$ cat src/rtl/page_reg_pkg.sv
// page_reg_pkg: shared types, port map and mapping helper for the page register writer.
package page_reg_pkg;
  typedef enum logic [1:0] {IDLE, SETUP, STROBE, HOLD} state_e;
  localparam int SLOT_W = 2;
  localparam int DATA_W = 4;
  localparam int ADDR_W = 4;
  localparam logic [ADDR_W-1:0] PORT_CH0 = 4'h7;
  localparam logic [ADDR_W-1:0] PORT_CH1 = 4'h3;
  localparam logic [ADDR_W-1:0] PORT_CH2 = 4'h1;
  localparam logic [ADDR_W-1:0] PORT_CH3 = 4'h2;
  // Returns {valid, slot}; valid is 0 for addresses that are not page ports.
  function automatic logic [SLOT_W:0] map_port(input logic [ADDR_W-1:0] addr);
    return addr == PORT_CH0 ? {1'b1, 2'd0} :
           addr == PORT_CH1 ? {1'b1, 2'd1} :
           addr == PORT_CH2 ? {1'b1, 2'd2} :
           addr == PORT_CH3 ? {1'b1, 2'd3} : '0;
  endfunction
endpackage

$ cat src/rtl/page_reg_writer_fifo.sv
// pr_fifo: 2-entry synchronous FIFO with registered full/empty flags.
module pr_fifo #(
  parameter int W = 6
) (
  input  logic         clk,
  input  logic         reset_n,
  input  logic         push,
  input  logic         pop,
  input  logic [W-1:0] din,
  output logic [W-1:0] dout,
  output logic         full,
  output logic         empty
);
  logic [W-1:0] mem_q [2];
  logic [W-1:0] mem_d [2];
  logic wp_q, wp_d, rp_q, rp_d, full_q, full_d, empty_q, empty_d;
  logic [1:0] cnt_q, cnt_d;
  logic do_push, do_pop;
  always_comb begin
    do_push = push && !full_q;
    do_pop = pop && !empty_q;
    mem_d = mem_q;
    mem_d[wp_q] = do_push ? din : mem_q[wp_q];
    wp_d = wp_q ^ do_push;
    rp_d = rp_q ^ do_pop;
    cnt_d = cnt_q + {1'b0, do_push} - {1'b0, do_pop};
    full_d = cnt_d == 2'd2;
    empty_d = cnt_d == 2'd0;
  end
  always_ff @(posedge clk) begin
    if (!reset_n) begin
      wp_q <= 1'b0;
      rp_q <= 1'b0;
      cnt_q <= 2'd0;
      full_q <= 1'b0;
      empty_q <= 1'b1;
    end else begin
      wp_q <= wp_d;
      rp_q <= rp_d;
      cnt_q <= cnt_d;
      full_q <= full_d;
      empty_q <= empty_d;
    end
  end
  always_ff @(posedge clk) mem_q <= mem_d;
  assign dout = mem_q[rp_q];
  assign full = full_q;
  assign empty = empty_q;
endmodule

$ cat src/rtl/page_reg_writer.sv
// page_reg_writer: buffers CPU page-port writes and sequences setup/strobe/hold write cycles.
module page_reg_writer
  import page_reg_pkg::*;
#(
  parameter int SETUP_CYCLES  = 1,
  parameter int STROBE_CYCLES = 2,
  parameter int HOLD_CYCLES   = 1
) (
  input  logic              clk,
  input  logic              reset_n,
  input  logic              io_wr,
  input  logic [ADDR_W-1:0] io_addr,
  input  logic [DATA_W-1:0] io_data,
  output logic              io_ready,
  output logic              unmapped,
  output logic [DATA_W-1:0] d,
  output logic              wa,
  output logic              wb,
  output logic              write
);
  localparam int CW = 8;
  state_e state_q, state_d;
  logic [CW-1:0] cnt_q, cnt_d;
  logic [DATA_W-1:0] d_q, d_d;
  logic [SLOT_W-1:0] slot_q, slot_d;
  logic unmapped_q, unmapped_d;
  logic [SLOT_W:0] map;
  logic [SLOT_W+DATA_W-1:0] head;
  logic full, empty, accept, pop, expired;
  assign map = map_port(io_addr);
  assign accept = io_wr && !full;
  pr_fifo #(.W(SLOT_W + DATA_W)) u_fifo (
    .clk     (clk),
    .reset_n (reset_n),
    .push    (accept && map[SLOT_W]),
    .pop     (pop),
    .din     ({map[SLOT_W-1:0], io_data}),
    .dout    (head),
    .full    (full),
    .empty   (empty)
  );
  // One shared down-counter times every phase; a phase ends when it reads 1.
  always_comb begin
    expired = cnt_q == CW'(1);
    pop = state_q == IDLE && !empty;
    unmapped_d = accept && !map[SLOT_W];
    d_d = pop ? head[DATA_W-1:0] : d_q;
    slot_d = pop ? head[SLOT_W+DATA_W-1:DATA_W] : slot_q;
    state_d = state_q;
    cnt_d = cnt_q;
    case (state_q)
      IDLE: begin
        state_d = pop ? SETUP : IDLE;
        cnt_d = pop ? CW'(SETUP_CYCLES) : cnt_q;
      end
      SETUP: begin
        state_d = expired ? STROBE : SETUP;
        cnt_d = expired ? CW'(STROBE_CYCLES) : cnt_q - CW'(1);
      end
      STROBE: begin
        state_d = expired ? HOLD : STROBE;
        cnt_d = expired ? CW'(HOLD_CYCLES) : cnt_q - CW'(1);
      end
      HOLD: begin
        state_d = expired ? IDLE : HOLD;
        cnt_d = cnt_q - CW'(1);
      end
    endcase
  end
  always_ff @(posedge clk) begin
    if (!reset_n) begin
      state_q <= IDLE;
      cnt_q <= '0;
      d_q <= '0;
      slot_q <= '0;
      unmapped_q <= 1'b0;
    end else begin
      state_q <= state_d;
      cnt_q <= cnt_d;
      d_q <= d_d;
      slot_q <= slot_d;
      unmapped_q <= unmapped_d;
    end
  end
  assign io_ready = !full;
  assign unmapped = unmapped_q;
  assign d = d_q;
  assign {wb, wa} = slot_q;
  assign write = state_q == STROBE;
endmodule

$ cat config.mk
export PLATFORM = sky130hd
export DESIGN_NAME = page_reg_writer
export DESIGN_NICKNAME = d
export VERILOG_FILES = /design/src/rtl/page_reg_pkg.sv /design/src/rtl/page_reg_writer_fifo.sv /design/src/rtl/page_reg_writer.sv
export SDC_FILE = /design/constraint.sdc
export NUM_CORES = 1
export LEC_CHECK = 0
export BUFFER_PORTS_ARGS = -buffer_cell sky130_fd_sc_hd__clkbuf_2
export CORE_UTILIZATION = 40
export DETAILED_ROUTE_END_ITERATION = 7
export GPL_ROUTABILITY_DRIVEN = 0
export HOLD_SLACK_MARGIN = 0.12
export SYNTH_ARGS = -nofsm -noshare
export SYNTH_HDL_FRONTEND = slang
export SYNTH_SLANG_ARGS = --single-unit
$ cat constraint.sdc
create_clock -name clk -period 2.95 [get_ports clk]
set_clock_uncertainty 0.05 [all_clocks]
set_input_delay 0.1475 -clock clk [delete_from_list [all_inputs] [get_ports clk]]
set_output_delay 0.1475 -clock clk [all_outputs]
set_load 0.03 [all_outputs]
## Yosys cells after proc, flatten, opt, wreduce, memory -nomap -nowiden

Index checks and enable logic that the tools add are counted.

| word-level totals | value |
|---|---|
| register bits | 35 |
| latch bits | 0 |
| bits in writable memories | 0 |
| memory bits (read-only) | 0 |
| bits of input ports | 11 |
| logic and storage cells | 67 |
| memories | 0 |

| cells by class | value |
|---|---|
| add/sub/neg operators | 3 |
| multipliers | 0 |
| divide/modulo/power cells | 0 |
| magnitude comparators | 3 |
| eq/ne operators | 10 |
| shifts and indexed selects | 0 |
| multiplexer cells | 23 |
| bitwise gates (word level) | 4 |
| reduce and logical (&&, ||, !) cells | 12 |

Operators by type and width:

| operator | count |
|---|---|
| 6-bit 2-to-1 mux | 8 |
| 8-bit case mux with 4 select lines | 1 |
| 8-bit 2-to-1 mux | 3 |
| 12-bit bitwise mux | 1 |
| 3-bit 2-to-1 mux | 4 |
| 4-bit by 2-bit == test with 1-bit output (second input constant) | 2 |
| 8-bit by 1-bit == test with 1-bit output (second input constant) | 1 |
| 2-bit case mux with 4 select lines | 1 |
| 8-bit by 1-bit subtractor with 8-bit output (second input constant) | 1 |
| 1-bit logical AND | 7 |
| 6-bit demux with 1-bit select | 1 |
| 2-bit == test (second input constant) | 3 |
| 4-bit by 1-bit == test with 1-bit output (second input constant) | 1 |
| 4-bit by 3-bit == test with 1-bit output (second input constant) | 1 |
| 2-bit greater-or-equal comparator (second input constant) | 2 |
| 2-bit zero test | 2 |
| 2-bit 2-to-1 mux | 2 |
| 1-bit inverter with 2-bit output | 2 |
| 1-bit zero test | 3 |
| 2-bit by 1-bit adder with 2-bit output | 1 |
| 2-bit by 1-bit == test with 1-bit output (second input constant) | 1 |
| 2-bit by 1-bit < comparator with 1-bit output (second input constant) | 1 |
| 1-bit 2-to-1 mux | 2 |
| 2-bit by 1-bit inequality test with 1-bit output (second input constant) | 1 |
| 2 further kinds | 3 |

## Depth between registers and ports, before layout

Gate-level depths: netlist of the first run.

| logic depth | value |
|---|---|
| depth after elaboration | 10 |
| depth in mapped cells | 10 |
| depth with buffers taken out | 8 |

## Cells and area by module

From an unflattened synthesis of the first run, not the netlist that was laid out.

| unflattened totals | value |
|---|---|
| cells, all modules | 165 |
| area total of the unflattened synthesis | 1684.1 sq um |

Modules (own cells, without submodules):

| module | times used | cells each | area each (sq um) |
|---|---|---|---|
| page_reg_writer | 1 | 103 | 874.6 |
| pr_fifo | 1 | 62 | 809.5 |

## Worst setup path before layout of the first run

No wires, ideal clock.

| path | value |
|---|---|
| kind | reg-to-reg |
| start | register state_q[0] |
| end | register u_fifo.full_q (netlist: u_fifo.full) |
| data arrival time | 2.105 ns |
| data required time | 2.786 ns |
| path slack | 0.681 ns |
| cell stages (with the launch flop) | 11 |
| buffers on the path | 2 |
| clock period less this slack | 2.269 ns |
| cell sequence | dfxtp_1 clkbuf_1 nor3_1 clkbuf_1 ha_1 inv_1 ha_1 xnor2_1 xnor2_1 and2_1 nor2b_1 |

| on the way | value |
|---|---|
| cells in the longest elaborated chain, start to end | 5 |

RTL lines:

| what | RTL line | text |
|---|---|---|
| start: declaration | page_reg_writer.sv:22 | `state_e state_q, state_d;` |
| start signal: assignment | page_reg_writer.sv:78 | `state_q <= state_d;` |
| 2-bit zero test | page_reg_writer.sv:45 | `pop = state_q == IDLE && !empty;` |
| 1-bit logical AND | page_reg_writer.sv:45 |  |
| net pop | page_reg_writer.sv:29 | `logic full, empty, accept, pop, expired;` |
| 1-bit logical AND | page_reg_writer_fifo.sv:21 | `do_pop = pop && !empty_q;` |
| 2-bit by 1-bit subtractor with 2-bit output | page_reg_writer_fifo.sv:26 | `cnt_d = cnt_q + {1'b0, do_push} - {1'b0, do_pop};` |
| 2-bit == test | page_reg_writer_fifo.sv:27 | `full_d = cnt_d == 2'd2;` |
| end signal: assignment | page_reg_writer_fifo.sv:41 | `full_q <= full_d;` |
| end: declaration | page_reg_writer_fifo.sv:16 | `logic wp_q, wp_d, rp_q, rp_d, full_q, full_d, empty_q, empty_d;` |

The timed path passes the listed nets, and every way through them passes these cells.
A chain may end at the register's enable or synchronous reset.

## Worst setup path after layout of the first run

| path | value |
|---|---|
| start | register state_q[1] |
| end | register u_fifo.full_q (netlist: u_fifo.full) |

| on the way | value |
|---|---|
| cells in the longest elaborated chain, start to end | 5 |

RTL lines:

| what | RTL line |
|---|---|
| 2-bit zero test | page_reg_writer.sv:45 |
| 1-bit logical AND | page_reg_writer.sv:45 |
| 1-bit logical AND | page_reg_writer_fifo.sv:21 |
| 2-bit by 1-bit subtractor with 2-bit output | page_reg_writer_fifo.sv:26 |
| 2-bit == test | page_reg_writer_fifo.sv:27 |

Every way passes these cells.

==> qor.txt, run 1 <==
Crit path depth - 9
number of synthesized flops with an enable pin - 12
Post-Layout Cell Count - 234
largest net degree at the start of global routing - 18
period utilization - 0.742
synthesized area - 0.00167 mm2
Final #Nets - 198
full die area - 0.00443 mm2
Clock Sinks - 35
dpl cells - 225
clock latency at the later pin of the worst-skew pair - 0.28 ns
setup slack after layout - 0.762 ns
clk slew on worst S/H paths - 0.07 ns
met1 Use GR - 0.201
IO Pins - 20
Critical path buffers and inverters - 2
first-pass GRT wire length - 4.84 mm
met2 Use GR - 0.219
register area share after synthesis - 0.493
Worst-Margin Slew - 0.654 ns
Max Freq - 457 MHz
outcome - finished, final reports clean
Post-CTS Setup Bufs - 0
unrepaired setup endpoints after global routing - no
die width - 66.5 um
DR DRC count - 0
met3 Usage GRT - 0.0582
Slew Viols, Final - 0
root buf cell - clkbuf_8
CP Data Arrival Time - 2.35 ns
Final Hold Fails - 0
syn_area_per_cell - 10.3 um2
ANT cells - 0
critical path fanouts, max - 14
worst min path class - input pin to flop
Max transition margin - 0.560
Die H - 66.5 um
Finished Cell Area - 0.00191 mm2
Final Setup Violations - 0
Placeable Area - 0.00400 mm2
number of global-route vias before repair - 1042
Cell variety after synth - 39
worst path required time - 3.11 ns
final setup TNS - 0 ns
highest cell delay on the worst timing path - 0.61 ns
initial antenna violation count - 0
area delta synth->final - 14.4%
total grt overflow - 0
post-route ant nets - 0
Setup CP Type - flop to flop
Syn Nets - 176
CTS tree - built
Vias/cell - 5.01
Initial Util - 0.416
WL final - 3.03 mm
leak pwr - 0.000800 uW
yosys warns - 0
post-place instance area - 0.00181 mm2
CP endpoint kind - flop
critical path's top delay family - flip-flops
H-tree Lvls - 2
1st-pass router iterations - 4
grt peak-use layer - met2
iteration-0 DRC count of the detailed router - 70
Startpoint Class - flop
hold path depth - 3
# fillers - 393
Mapped Cells - 161
GRT Resource Usage Total - 0.155
cts bufs inserted - 5
layout cell share with drive strength beyond 1 - 0.185
Setup WS pre-CTS - 0.785 ns
Seq cells post-synth - 35
ys flop type - dfxtp_1
pwr dens - 1070 mW/mm2
Post-synth ARST share - 0
I/O Buffers - 19
Tmin final - 2.19 ns
CTS max path bufs - 2
Max Cap Violations - 0
R2R depth - 9
vias post-DR - 1173
site row count - 23
Max rail drop VDD - 388 uV
crit path cell chain - nor3_1, buf_4, ha_1, inv_1, ha_1, xnor2_1, xnor2_1, and2_1, nor2b_1
Post-DP HPWL - 2.18 mm
Critical Path Slowest Stage Cell - dfxtp_1
routed length per instance - 12.9 um
hold_ws - 0.132 ns
-- layout by cell type (no fill, tap or decap), types with 2 or more instances in the layout --
cell type,instances
nor2b_1,3
a31oi_1,2
nor3b_1,2
nor2_1,12
and2_1,5
xnor2_1,6
clkbuf_8,5
a221oi_1,2
a21boi_0,2
buf_4,2
o21ai_0,7
clkbuf_2,19
nor3_1,2
o211a_1,6
nor4bb_1,2
inv_1,9
dfxtp_1,23
nand3_1,3
nand2_1,16
xor2_1,4
edfxtp_1,12
mux2i_1,11
a21oi_1,4
ha_1,4
nor4b_1,2
-- sequential cells by signal, summed over array words and instances, names as in the netlist, 2 cells and up --
register / cells
u_fifo.mem_q: 12
cnt_q: 8
u_fifo.cnt_q: 2
slot_q: 2
state_q: 2
d: 4
-- report_power, final --
part	switching, uW	total, uW	leakage, uW	internal, uW
registers	165	865	0.000309	699
clock network	162	327	0.0000412	165
logic	456	839	0.000450	383
-- worst paths after layout --
check,startpoint,end,slack (ns)
worst min-delay path,io_data[0],u_fifo.mem_q[6]$_DFFE_PN_,0.13
worst max register to register,state_q[1]$_SDFF_PN0_,u_fifo.full$_SDFF_PN0_,0.76
worst min register to register,u_fifo.full$_SDFF_PN0_,unmapped$_SDFF_PN0_,0.43
worst max-delay path,state_q[1]$_SDFF_PN0_,u_fifo.full$_SDFF_PN0_,0.76
-- layout make-up --
type | count | area [um2] | share of cell area
clock inverter | 2 | 12.5 | 0.00657
inverter | 9 | 33.8 | 0.0177
sequential | 35 | 821 | 0.431
tap | 50 | 62.6 | 0.0328
timing repair buffer | 22 | 120 | 0.0630
clock buffer | 6 | 72.6 | 0.0381
multi-input combinational | 110 | 783 | 0.411
-- metal layers --
| metal | wire length [um] | share of wire | vias up |
|---|---|---|---|
| li1 | - | - | 612 |
| met1 | 1520 | 0.50 | 531 |
| met2 | 1340 | 0.44 | 26 |
| met3 | 120 | 0.040 | 4 |
| met4 | 42 | 0.014 | 0 |
| met5 | 0 | 0 | - |
-- tightest hold or removal path: cells and delay by family --
kind            cells  cell delay, ns
compound gates      1            0.09
simple gates        1            0.03
buf+inv             1            0.07
-- logic make-up after synthesis --
family / synth area share
simple gates: 0.181
fa+ha+maj: 0.0361
xor+xnor: 0.0526
buf+inv: 0.0368
compound gates: 0.125
mux: 0.0751
flops: 0.493
-- what timing repair did --
action                    CTS  global route
hold buffers                1             0
hold endpoints to repair    1             0
resized for setup           0             0
-- metrics by stage --
stage	util	power, uW
final	0.476	2030
after global routing	0.476	2190
after CTS	0.476	2050
after detailed placement	0.453	1710
after floorplan	-	1490
after global placement	0.453	1680
-- Yosys cell counts, types with 2 or more instances --
cell,number,area (um2)
and2_1,5,31.3
nor3b_1,2,15.0
nor4b_1,2,17.5
a21oi_1,4,20.0
xor2_1,4,35.0
clkbuf_1,6,22.5
o21ai_0,7,35.0
a221oi_1,2,17.5
nor4bb_1,2,20.0
nor3_1,2,10.0
nor2_1,12,45.0
inv_1,9,33.8
a21boi_0,2,15.0
nand2_1,16,60.1
a31oi_1,2,12.5
dfxtp_1,23,460
edfxtp_1,12,360
nand3_1,3,15.0
nor2b_1,3,18.8
mux2i_1,11,110
xnor2_1,6,52.6
o211a_1,6,60.1
ha_1,4,50.1
(Power assumes the default switching activity.)
==> run 2, diff against run 1 <==
Clock period 2.95 ns to 1.82 ns, I/O delays scaled along.
==> qor.txt, run 2 (same netlist as run 1, synthesis figures left out) <==
Vias/cell - 5.21
final total power - 3490 uW
Max Used Layer - met4
unrepaired setup endpoints after global routing - no
Max Freq - 566 MHz
Max transition margin - 0.651
dpl cells - 232
ANT cells - 0
layout cell share with drive strength beyond 1 - 0.240
Logic pwr share - 0.457
leak pwr - 0.000863 uW
Worst-Margin Slew - 0.520 ns
most flop-heavy register - u_fifo.mem_q
largest net degree at the start of global routing - 18
CP endpoint kind - flop
period utilization - 0.971
Placeable Area - 0.00400 mm2
Tmin final - 1.77 ns
Startpoint Class - flop
root buf cell - clkbuf_8
iteration-0 DRC count of the detailed router - 77
critical path fanouts, max - 3
IO Pins - 20
setup slack after layout - 0.0535 ns
number of global-route vias before repair - 1241
fin util - 0.516
total grt overflow - 0
CTS max path bufs - 2
cts bufs inserted - 5
DR WL met3 - 209 um
CP Data Arrival Time - 1.95 ns
pwr dens - 1690 mW/mm2
Setup WS pre-CTS - 0.0155 ns
post-route ant nets - 0
routed length per instance - 13.3 um
register share of total power - 0.389
I/O Buffers - 19
DR DRC count - 0
Post-DP HPWL - 2.22 mm
commonest non-fill, non-tap cell in the layout - dfxtp_1
worst path required time - 2.00 ns
Post-Layout Cell Count - 246
Met2 Routed Length - 1.59 mm
Final #Nets - 210
number of flip-flops in the largest register - 12
H-tree Lvls - 2
1st-pass router iterations - 4
first-pass GRT wire length - 5.26 mm
CTS tree - built
clk slew on worst S/H paths - 0.07 ns
WL final - 3.28 mm
Hold Path Origin - io_addr[0]
site row count - 23
initial antenna violation count - 0
full die area - 0.00443 mm2
internal power - 2140 uW
Psw - 1340 uW
Final Hold Fails - 0
area delta synth->final - 24.0%
Clk network pwr share - 0.155
reg2reg start - cnt_q[3]$_SDFFE_PN0P_
Final Setup Violations - 0
R2R depth - 4
Clock Sinks - 35
Die H - 66.5 um
Initial Util - 0.416
Max Cap Violations - 0
Setup CP Type - flop to flop
die width - 66.5 um
Post-CTS Setup Bufs - 0
clock latency at the later pin of the worst-skew pair - 0.29 ns
crit path launch - cnt_q[3]$_SDFFE_PN0P_
worst min path class - input pin to flop
most frequent cells in the layout - dfxtp_1 (22), clkbuf_2 (19), nand2_1 (16)
GRT Resource Usage Total - 0.163
Max rail drop VDD - 678 uV
hold path depth - 2
hold_ws - 0.155 ns
Metal-1 WL - 1.44 mm
Slew Viols, Final - 0
switch share - 0.385
outcome - finished, final reports clean
vias post-DR - 1282
-- run 2: routing by layer --
layer | vias up | GRT usage
met2 | 39 | 0.274
met1 | 601 | 0.184
met5 | - | 0
met4 | 0 | 0.0638
met3 | 4 | 0.0651
li1 | 638 | -
-- run 2: timing repair --
item	4_1_cts	5_1_grt
hold buffers	6	0
endpoints found under the setup margin	0	6
endpoints found under the hold margin	9	0
gates resized for setup	0	3
-- run 2: final timing paths --
check	end	slack, ns
worst min register to register	d[0]$_SDFFE_PN0P_	0.45
worst min-delay path	u_fifo.mem_q[5]$_DFFE_PP_	0.15
worst max-delay path	state_q[0]$_SDFF_PN0_	0.05
worst max register to register	state_q[0]$_SDFF_PN0_	0.05
-- run 2: stage by stage --
stage / setup TNS (ns) / cell area (um2)
after floorplan: -0.0432 / 1730
after global placement: 0 / 1910
after detailed placement: 0 / 1910
after CTS: 0 / 2050
after global routing: 0 / 2060
final: 0 / 2060
-- run 2: layout make-up --
cell class,instances,area [um2]
fill,373,1940
multi-input combinational,110,842
tap,50,62.6
clock buffer,7,76.3
timing repair buffer,34,223
sequential,35,822
clock inverter,1,5.00
inverter,9,33.8
-- run 2: worst max-delay path, stage by stage, from the launching register on --
cell and delay (ns):
dfxtp_1 0.32, or4_4 0.55, or3_4 0.40, mux2_4 0.27, a21oi_2 0.12
-- run 2: power groups by stage --
stage,clock network (uW),registers (uW),logic [uW]
finish,539,1360,1590
global route,599,1390,1760
CTS,559,1360,1580
detailed placement,0,1370,1550
global placement,0,1360,1520
floorplan,0,1410,1120
==> run 3, diff against run 2 <==
Settings changed: CORE_UTILIZATION 40 to 45, PLACE_DENSITY set to 0.77.
==> qor.txt, run 3 (same netlist as run 1, synthesis figures left out) <==
switch share - 0.385
Tmin final - 1.75 ns
layout cell share with drive strength beyond 1 - 0.272
Clk network pwr share - 0.161
Vias/cell - 5.17
clk slew on worst S/H paths - 0.07 ns
Setup WS pre-CTS - 0.0228 ns
Startpoint Class - flop
IO Pins - 20
leak pwr - 0.000869 uW
Worst Hold End - u_fifo.mem_q[1]$_DFFE_PP_
CP Data Arrival Time - 1.88 ns
setup slack after layout - 0.0656 ns
post-place instance area - 0.00189 mm2
iteration-0 DRC count of the detailed router - 98
DR DRC count - 0
highest cell delay on the worst timing path - 0.39 ns
most flop-heavy register - u_fifo.mem_q
commonest non-fill, non-tap cell in the layout - dfxtp_1
WL final - 3.34 mm
routed length per instance - 13.9 um
1st-pass router iterations - 4
RR Endpoint - cnt_q[4]$_SDFFE_PN0P_
crit path cell chain - ha_1, or2b_4, or3_4, o221ai_4, nor2_2
initial antenna violation count - 0
die width - 62.8 um
hold path depth - 3
area delta synth->final - 24.4%
ANT cells - 0
Post-DP HPWL - 2.37 mm
Max Cap Violations - 0
Hold Path Origin - io_data[1]
internal power - 2190 uW
Final #Nets - 209
final total power - 3550 uW
clock latency at the later pin of the worst-skew pair - 0.29 ns
Max rail drop VDD - 1060 uV
critical path fanouts, max - 5
Initial Util - 0.484
worst min path class - input pin to flop
Clock Sinks - 35
I/O Buffers - 19
total grt overflow - 0
Worst-Margin Slew - 0.547 ns
Psw - 1370 uW
Slew Viols, Final - 0
Logic pwr share - 0.448
first-pass GRT wire length - 5.50 mm
Die H - 62.8 um
site row count - 21
CTS tree - built
most frequent cells in the layout - dfxtp_1 (21), clkbuf_2 (19), nand2_1 (16)
reg2reg setup slack - 0.07 ns
number of global-route vias before repair - 1201
root buf cell - clkbuf_8
Setup CP Type - flop to flop
register share of total power - 0.391
CP endpoint kind - flop
number of flip-flops in the largest register - 12
Placeable Area - 0.00344 mm2
Critical path buffers and inverters - 0
largest net degree at the start of global routing - 18
Finished Cell Area - 0.00207 mm2
R2R depth - 5
post-route ant nets - 0
full die area - 0.00395 mm2
CTS max path bufs - 2
H-tree Lvls - 2
Final Hold Fails - 0
Final Setup Violations - 0
outcome - finished, final reports clean
GRT Resource Usage Total - 0.187
reg2reg start - cnt_q[0]$_SDFFE_PN0P_
Max transition margin - 0.632
vias post-DR - 1247
critical path's top delay family - simple AND/OR/NAND/NOR gates
period utilization - 0.964
cts bufs inserted - 5
Max Freq - 570 MHz
pwr dens - 1710 mW/mm2
Critical Path Slowest Stage Cell - dfxtp_1
worst path required time - 1.94 ns
-- run 3: area by class of cell --
cell class	count	area, um2
Fill cell	285	1370
Multi-Input combinational cell	110	853
Sequential cell	35	823
Timing Repair Buffer	33	213
Clock buffer	7	86.3
Tap cell	46	57.6
Inverter	9	33.8
Clock inverter	1	5.00
-- run 3: metal layers --
metal / wire [um] / track usage
met2: 1660 / 0.293
met4: 70 / 0.0959
met3: 131 / 0.0712
met5: 0 / 0
met1: 1480 / 0.222
-- run 3: how the worst max path moves through the flow --
stage | slack, ns | startpoint | endpoint | depth (start not counted)
6_report | 0.07 | cnt_q[0]$_SDFFE_PN0P_ | cnt_q[4]$_SDFFE_PN0P_ | 5
5_1_grt | -0.03 | io_wr | u_fifo.full$_SDFF_PN0_ | 9
4_1_cts | 0.009 | cnt_q[4]$_SDFFE_PN0P_ | cnt_q[4]$_SDFFE_PN0P_ | 4
3_5_place_dp | 0.02 | cnt_q[4]$_SDFFE_PN0P_ | cnt_q[4]$_SDFFE_PN0P_ | 4
3_3_place_gp | 0.09 | cnt_q[4]$_SDFFE_PN0P_ | cnt_q[5]$_SDFFE_PN0P_ | 4
2_1_floorplan | -0.04 | state_q[0]$_SDFF_PN0_ | u_fifo.full$_SDFF_PN0_ | 10
-- run 3: repair_timing --
| action | in CTS | in global routing |
|---|---|---|
| endpoints found under the setup margin | 1 | 8 |
| pin swaps | 0 | 2 |
| endpoints found under the hold margin | 7 | 0 |
| gates resized for setup | 1 | 7 |
| buffers inserted | 0 | 1 |
| hold buffers | 5 | 0 |
-- run 3: worst reg2reg max path, cell delays in order (launching register included) --
cell and delay [ns]:
dfxtp_1 0.39, ha_1 0.18, or2b_4 0.28, or3_4 0.39, o221ai_4 0.27, nor2_2 0.08
-- run 3: stage by stage --
| stage | TNS, ns | hold slack, ns | utilization | instances |
|---|---|---|---|---|
| detailed placement | 0 | 0.310 | 0.550 | 227 |
| global placement | 0 | 0.311 | 0.550 | 227 |
| finish | 0 | 0.123 | 0.602 | 241 |
| floorplan | -0.0432 | 0.169 | - | 161 |
| CTS | 0 | 0.124 | 0.593 | 240 |
| global route | -0.0455 | 0.148 | 0.602 | 241 |
-- run 3: power groups by stage --
stage	logic, uW	clock network [uW]	registers [uW]
final	1590	571	1390
after global routing	1750	621	1420
after CTS	1550	586	1380
after detailed placement	1530	0	1390
after global placement	1480	0	1360
after floorplan	1120	0	1410
